### src/rtl/fb_pkg.sv
// Shared frame-buffer types and constants used by the port arbiter and the
// VGA pixel-alignment logic.
package fb_pkg;

    localparam int FB_ADDR_W = 17;
    localparam int FB_DATA_W = 12;
    localparam int FB_RD_LAT = 2;

    typedef logic [FB_ADDR_W-1:0] fb_addr_t;
    typedef logic [FB_DATA_W-1:0] pixel_t;

    typedef enum logic [1:0] {
        GNT_IDLE  = 2'd0,
        GNT_READ  = 2'd1,
        GNT_WRITE = 2'd2
    } fb_grant_e;

endpackage

### src/rtl/fb_wr_fifo.sv
// Small synchronous FIFO holding queued {addr,data} camera writes.
// Pointers wrap modulo DEPTH, so DEPTH must be a power of two.
module fb_wr_fifo
    import fb_pkg::*;
#(
    parameter  int WIDTH = FB_ADDR_W + FB_DATA_W,
    parameter  int DEPTH = 4,
    localparam int PTR_W = $clog2(DEPTH),
    localparam int LVL_W = PTR_W + 1
) (
    input  logic             i_clk,
    input  logic             i_rst,
    input  logic             i_push,
    input  logic [WIDTH-1:0] i_din,
    input  logic             i_pop,
    output logic [WIDTH-1:0] o_head,
    output logic [LVL_W-1:0] o_level,
    output logic             o_full,
    output logic             o_empty
);

    logic [WIDTH-1:0] r_mem [DEPTH];
    logic [PTR_W-1:0] r_wr_ptr;
    logic [PTR_W-1:0] r_rd_ptr;
    logic [LVL_W-1:0] r_level;
    logic             w_push;
    logic             w_pop;

    assign o_full  = (r_level == LVL_W'(DEPTH));
    assign o_empty = (r_level == '0);
    assign o_level = r_level;
    assign o_head  = r_mem[r_rd_ptr];
    assign w_push  = i_push & ~o_full;
    assign w_pop   = i_pop & ~o_empty;

    always_ff @(posedge i_clk) begin
        if (i_rst) begin
            r_wr_ptr <= '0;
            r_rd_ptr <= '0;
            r_level  <= '0;
        end else begin
            if (w_push) r_wr_ptr <= r_wr_ptr + 1'b1;
            if (w_pop)  r_rd_ptr <= r_rd_ptr + 1'b1;
            case ({w_push, w_pop})
                2'b10:   r_level <= r_level + 1'b1;
                2'b01:   r_level <= r_level - 1'b1;
                default: r_level <= r_level;
            endcase
        end
    end

    // NOTE: storage is deliberately not reset; the level counter alone decides validity.
    always_ff @(posedge i_clk) begin
        if (w_push) r_mem[r_wr_ptr] <= i_din;
    end

endmodule

### src/rtl/fb_port_arbiter.sv
// Single-port frame-buffer arbiter: display reads win every cycle they ask,
// queued camera writes drain into the BRAM on the remaining cycles.
module fb_port_arbiter
    import fb_pkg::*;
#(
    parameter  int ADDR_W   = FB_ADDR_W,
    parameter  int DATA_W   = FB_DATA_W,
    parameter  int WQ_DEPTH = 4,
    localparam int LVL_W    = $clog2(WQ_DEPTH) + 1
) (
    input  logic              CLK25,
    input  logic              rst,
    input  logic              rd_req,
    input  logic [ADDR_W-1:0] rd_addr,
    output logic [DATA_W-1:0] rd_data,
    output logic              rd_valid,
    input  logic              wr_valid,
    input  logic [ADDR_W-1:0] wr_addr,
    input  logic [DATA_W-1:0] wr_data,
    output logic              wr_ready,
    input  logic              ovf_clr,
    output logic              ovf,
    output logic [LVL_W-1:0]  fifo_level,
    output logic [ADDR_W-1:0] mem_addr,
    output logic              mem_we,
    output logic [DATA_W-1:0] mem_wdata,
    input  logic [DATA_W-1:0] mem_rdata
);

    logic [ADDR_W+DATA_W-1:0] w_head;
    logic                     w_full;
    logic                     w_empty;
    logic                     w_push;
    logic                     w_pop;
    logic                     w_wr_ready;
    fb_grant_e                w_grant;

    logic [ADDR_W-1:0]    r_mem_addr;
    logic                 r_mem_we;
    logic [DATA_W-1:0]    r_mem_wdata;
    logic [FB_RD_LAT-1:0] r_rd_pipe;
    logic                 r_rd_valid;
    logic [DATA_W-1:0]    r_rd_data;
    logic                 r_ovf;

    // A pop in the same cycle never frees a slot for this cycle's offer.
    assign w_wr_ready = ~w_full & ~rst;
    assign w_push     = wr_valid & w_wr_ready;
    assign w_pop      = (w_grant == GNT_WRITE);

    always_comb begin
        w_grant = GNT_IDLE;
        if (rd_req)        w_grant = GNT_READ;
        else if (!w_empty) w_grant = GNT_WRITE;
    end

    fb_wr_fifo #(
        .WIDTH (ADDR_W + DATA_W),
        .DEPTH (WQ_DEPTH)
    ) u_wr_fifo (
        .i_clk   (CLK25),
        .i_rst   (rst),
        .i_push  (w_push),
        .i_din   ({wr_addr, wr_data}),
        .i_pop   (w_pop),
        .o_head  (w_head),
        .o_level (fifo_level),
        .o_full  (w_full),
        .o_empty (w_empty)
    );

    always_ff @(posedge CLK25) begin
        if (rst) begin
            r_mem_addr  <= '0;
            r_mem_we    <= 1'b0;
            r_mem_wdata <= '0;
            r_rd_pipe   <= '0;
            r_rd_valid  <= 1'b0;
            r_rd_data   <= '0;
            r_ovf       <= 1'b0;
        end else begin
            // Address stage, then BRAM output stage, then capture into rd_data.
            r_rd_pipe  <= {r_rd_pipe[FB_RD_LAT-2:0], rd_req};
            r_rd_valid <= r_rd_pipe[FB_RD_LAT-1];
            if (r_rd_pipe[FB_RD_LAT-1]) r_rd_data <= mem_rdata;

            case (w_grant)
                GNT_READ: begin
                    r_mem_addr <= rd_addr;
                    r_mem_we   <= 1'b0;
                end
                GNT_WRITE: begin
                    r_mem_addr  <= w_head[ADDR_W+DATA_W-1:DATA_W];
                    r_mem_wdata <= w_head[DATA_W-1:0];
                    r_mem_we    <= 1'b1;
                end
                default: r_mem_we <= 1'b0;
            endcase

            if (wr_valid && !w_wr_ready) r_ovf <= 1'b1;
            else if (ovf_clr)            r_ovf <= 1'b0;
        end
    end

    assign mem_addr  = r_mem_addr;
    assign mem_we    = r_mem_we;
    assign mem_wdata = r_mem_wdata;
    assign rd_valid  = r_rd_valid;
    assign rd_data   = r_rd_data;
    assign ovf       = r_ovf;
    assign wr_ready  = w_wr_ready;

endmodule

### config.mk
export PLATFORM = sky130hd
export DESIGN_NAME = fb_port_arbiter
export DESIGN_NICKNAME = d
export VERILOG_FILES = /design/src/rtl/fb_pkg.sv /design/src/rtl/fb_wr_fifo.sv /design/src/rtl/fb_port_arbiter.sv
export SDC_FILE = /design/constraint.sdc
export NUM_CORES = 1
export LEC_CHECK = 0
export BUFFER_PORTS_ARGS = -buffer_cell sky130_fd_sc_hd__buf_4
export CELL_PAD_IN_SITES_DETAIL_PLACEMENT = 0
export CELL_PAD_IN_SITES_GLOBAL_PLACEMENT = 1
export CORE_AREA = 2 2 149 151
export CTS_CLUSTER_SIZE = 16
export DETAILED_ROUTE_END_ITERATION = 10
export DIE_AREA = 0 0 151 153
export PLACE_DENSITY_LB_ADDON = 0.1
export SYNTH_ARGS = -nofsm -noshare
export SYNTH_HDL_FRONTEND = slang
export SYNTH_SLANG_ARGS = --single-unit
### constraint.sdc
create_clock -name CLK25 -period 3.1 [get_ports CLK25]
set_input_delay 0.775 -clock CLK25 [delete_from_list [all_inputs] [get_ports CLK25]]
set_output_delay 0.775 -clock CLK25 [all_outputs]
set_load 0.01 [all_outputs]
==> summary.md <==
| Metric | Value |
|---|---|
| Clock power frac | `35.1%` |
| Crit-path cells | `nor3b_1 -> nor3b_2 -> inv_1 -> ha_1 -> inv_1 -> fa_1 -> xor2_1 -> or3_1 -> a21oi_1` |
| Top_reg_cell synth | `edfxtp_1` |
| First-pass GRT wire length | `20700 um` |
| Core area | `21500 um^2` |
| Vias in the first global route | `3547` |
| Syn avg cell area | `18.6 um^2` |
| Die ar. | `23100 um^2` |
| DP Worst Slack | `0.566 ns` |
| Slew Limit Headroom | `45.0%` |
| Sw Ratio | `25.2%` |
| CTS sink count | `171` |
| Max VDD drop | `0.350 mV` |
| Via count | `3393` |
| Crit path depth | `9` |
| Post-cts hold buffer count | `0` |
| Slew @ Worst Pin | `0.826 ns` |
| Clock slew at reported path FFs | `0.06 ns` |
| Layout Nets | `533` |
| Most frequent CP cell | `inv_1` |
| Dpl cell area | `7520 um^2` |
| Total grt overflow | `0` |
| HPWL after detailed placement | `8960 um` |
| Endpoints failing setup | `0` |
| Final period util | `80.3%` |
| Hold Path Class | `reg -> reg` |
| Die Ht | `153 um` |
| Crit path to | `u_wr_fifo.o_level[2]` |
| Starting Density | `29.5%` |
| WS Path Type | `reg -> reg` |
| Largest net degree at the start of global routing | `30` |
| Slowest-stage cell, CP | `nor3b_1` |
| Slack of the critical path | `0.612 ns` |
| Initial DRC Count | `159` |
| MaxCap Viol Count | `0` |
| CP peak stage delay | `0.49 ns` |
| Sum Neg Setup Slack | `0 ns` |
| PortBufs | `110` |
| Post-Syn Nets | `409` |
| Power share of the combinational group | `17.6%` |
| Cell family with most CP delay | `simple AND/OR/NAND/NOR gates` |
| Final min period | `2.49 ns` |
| Number of synthesized flops with an enable pin | `116` |
| #FFs+latches synth | `171` |
| PwrDens | `744 nW/um^2` |
| Fraction of final layout cells sized beyond drive strength 1 | `39.8%` |
| Design area | `8110 um^2` |
| # H-tree levels | `4` |
| Worst path bufs/invs | `2` |
| Maximum clock rate | `402 MHz` |
| Fill cell count | `2053` |
| Crit end category | `flip-flop` |
| Clk Tree Root Cell | `clkbuf_16` |
| Worst setup path startpoint | `u_wr_fifo.o_level[2]` |
| Final Max Tran Viols | `0` |
| Outcome | `completed` |
| Arr. time, crit path | `2.83 ns` |
| Clk buf depth | `2` |
| RSZ-0062 raised after global routing | `false` |
| Site row count | `54` |
| Post-synth cell types | `34` |
| FFs w/ async S/R, synth | `0%` |
| Wire per inst | `17.8 um` |
| Latest clock arrival within the worst-skew pair | `0.42 ns` |
| Post-Syn Instances | `340` |
| Die width | `151 um` |
| Total GRT Usage | `12.1%` |
| Area grow syn2layout | `27.9%` |
| Clk_skew | `0.00939 ns` |
| WHS | `0.436 ns` |
| Final wirelength | `13500 um` |
| FF-to-FF path depth | `9` |
| Antenna violations before repair | `0` |
| Number of hold violations in the final report | `0` |
| Synthesized cell area | `6330 um^2` |
| Pint | `4.51 mW` |
| Reg-to-Reg Start | `u_wr_fifo.o_level[2]` |
| Num ports | `111` |
| NetSw | `1.52 mW` |
| First drt pass iteration count | `4` |
| Leak pwr | `2.96 nW` |
| TritonCTS buffer count | `17` |
| Sequential power share | `47.3%` |
| Yosys warns | `0` |
| Antenna cells | `0` |
| Placer Congestion | `0.650` |
| CP max FO | `7` |
| Post-route ant nets | `0` |
| DR vias/cell | `4.48` |
| R2r endpoint | `u_wr_fifo.o_level[2]` |
| Worst path required time | `3.44 ns` |
| CTS tree | `built` |
| Sequential share of the synthesized area | `72.4%` |
| R2R Setup Slk | `0.61 ns` |
| Setup Buffers After CTS | `0` |
| Post-cts resize count | `0` |
| DRC | `0` |
| Worst Setup Start Kind | `flip-flop` |
-- worst min path at each step --
stage                  from           end  slack (ns)  depth (start not counted)
2_1_floorplan  r_rd_pipe[0]  r_rd_pipe[1]        0.41                          1
3_3_place_gp   r_rd_pipe[0]  r_rd_pipe[1]        0.42                          1
3_5_place_dp   r_rd_pipe[0]  r_rd_pipe[1]        0.43                          1
4_1_cts        r_rd_pipe[0]  r_rd_pipe[1]        0.44                          1
5_1_grt        r_rd_pipe[0]  r_rd_pipe[1]        0.46                          1
6_report       r_rd_pipe[0]  r_rd_pipe[1]        0.44                          1
-- cells by family (layout without fill, tap and decap cells) --
family	Yosys count	after routing	share of synthesized area, %
mux	43	43	13.4
buf+inv	25	162	2.15
fa+ha+maj	6	6	1.30
xor+xnor	2	2	0.277
compound gates	39	39	5.59
simple gates	54	54	4.88
flops	171	171	72.4
-- layer usage --
| metal | GRT usage [%] | wire length, um |
|---|---|---|
| met5 | 0 | 0 |
| met4 | 3.60 | 105 |
| met3 | 3.40 | 624 |
| met2 | 19.9 | 6730 |
| met1 | 15.6 | 6050 |
-- layout make-up --
cell class / instances / area, um^2 / share of cell area (%)
flip-flops and latches: 171 / 4590 / 56.6
multi-input cells: 144 / 1620 / 20.0
repair buffers: 122 / 928 / 11.5
clock buffers: 20 / 437 / 5.39
well taps: 280 / 350 / 4.32
clock inverters: 12 / 149 / 1.84
inverters: 8 / 30.0 / 0.370
-- cells in the mapped netlist (2+ instances only) --
master	count	share of area (%)
edfxtp_1	116	55
dfxtp_1	55	17
and2_1	21	2.1
nor2_1	20	1.2
mux4_1	15	6.2
a221o_2	14	2.5
mux4_2	14	5.0
mux2i_1	13	2.1
a22o_1	12	1.7
inv_1	8	0.47
buf_2	7	0.55
a21oi_1	5	0.39
ha_1	5	0.99
buf_6	4	0.71
a221o_1	3	0.47
clkbuf_1	3	0.18
nor2b_1	3	0.30
buf_1	2	0.12
nor3_1	2	0.16
o21ai_0	2	0.16
or3_1	2	0.20
xor2_1	2	0.28
-- placed cells by master (no fill, tap or decap), types with 2 or more instances in the layout --
cell type and n:
nor2b_1 3, nor2_1 20, or3_1 2, clkbuf_16 17, dfxtp_2 2, dfxtp_1 53, edfxtp_1 116, clkinvlp_4 2
clkbuf_1 3, xor2_1 2, clkinv_4 2, ha_1 5, and2_1 17, bufinv_16 3, and2_2 4, a22o_1 12
buf_4 121, inv_1 8, a21oi_1 5, a221o_2 14, mux2i_1 13, mux4_1 15, clkinv_2 2, a221o_1 3
o21ai_0 2, mux4_2 14, clkinv_1 2
-- sequential cells by signal, indices dropped and copies added (netlist names), named ones only --
register            count
u_wr_fifo.r_wr_ptr      2
mem_wdata              12
u_wr_fifo.r_mem       116
mem_addr               17
u_wr_fifo.r_rd_ptr      2
mem_we                  1
u_wr_fifo.o_level       3
rd_data                12
rd_valid                1
r_rd_pipe               2
ovf                     1
-- through the flow --
step	total power [mW]	std cells	utilization (%)
floorplan	3.52	340	-
global placement	3.99	725	35.0
detailed placement	4.00	725	35.0
CTS	6.13	757	37.7
global route	6.31	757	37.7
finish	6.03	757	37.7
-- power groups by stage --
| stage | registers, mW | clock network, mW | logic (mW) |
|---|---|---|---|
| 6_report | 2.85 | 2.12 | 1.06 |
| 5_1_grt | 2.89 | 2.27 | 1.16 |
| 4_1_cts | 2.86 | 2.18 | 1.10 |
| 3_5_place_dp | 2.90 | 0 | 1.09 |
| 3_3_place_gp | 2.91 | 0 | 1.09 |
| 2_1_floorplan | 2.86 | 0 | 0.666 |
(Power assumes the default switching activity.)
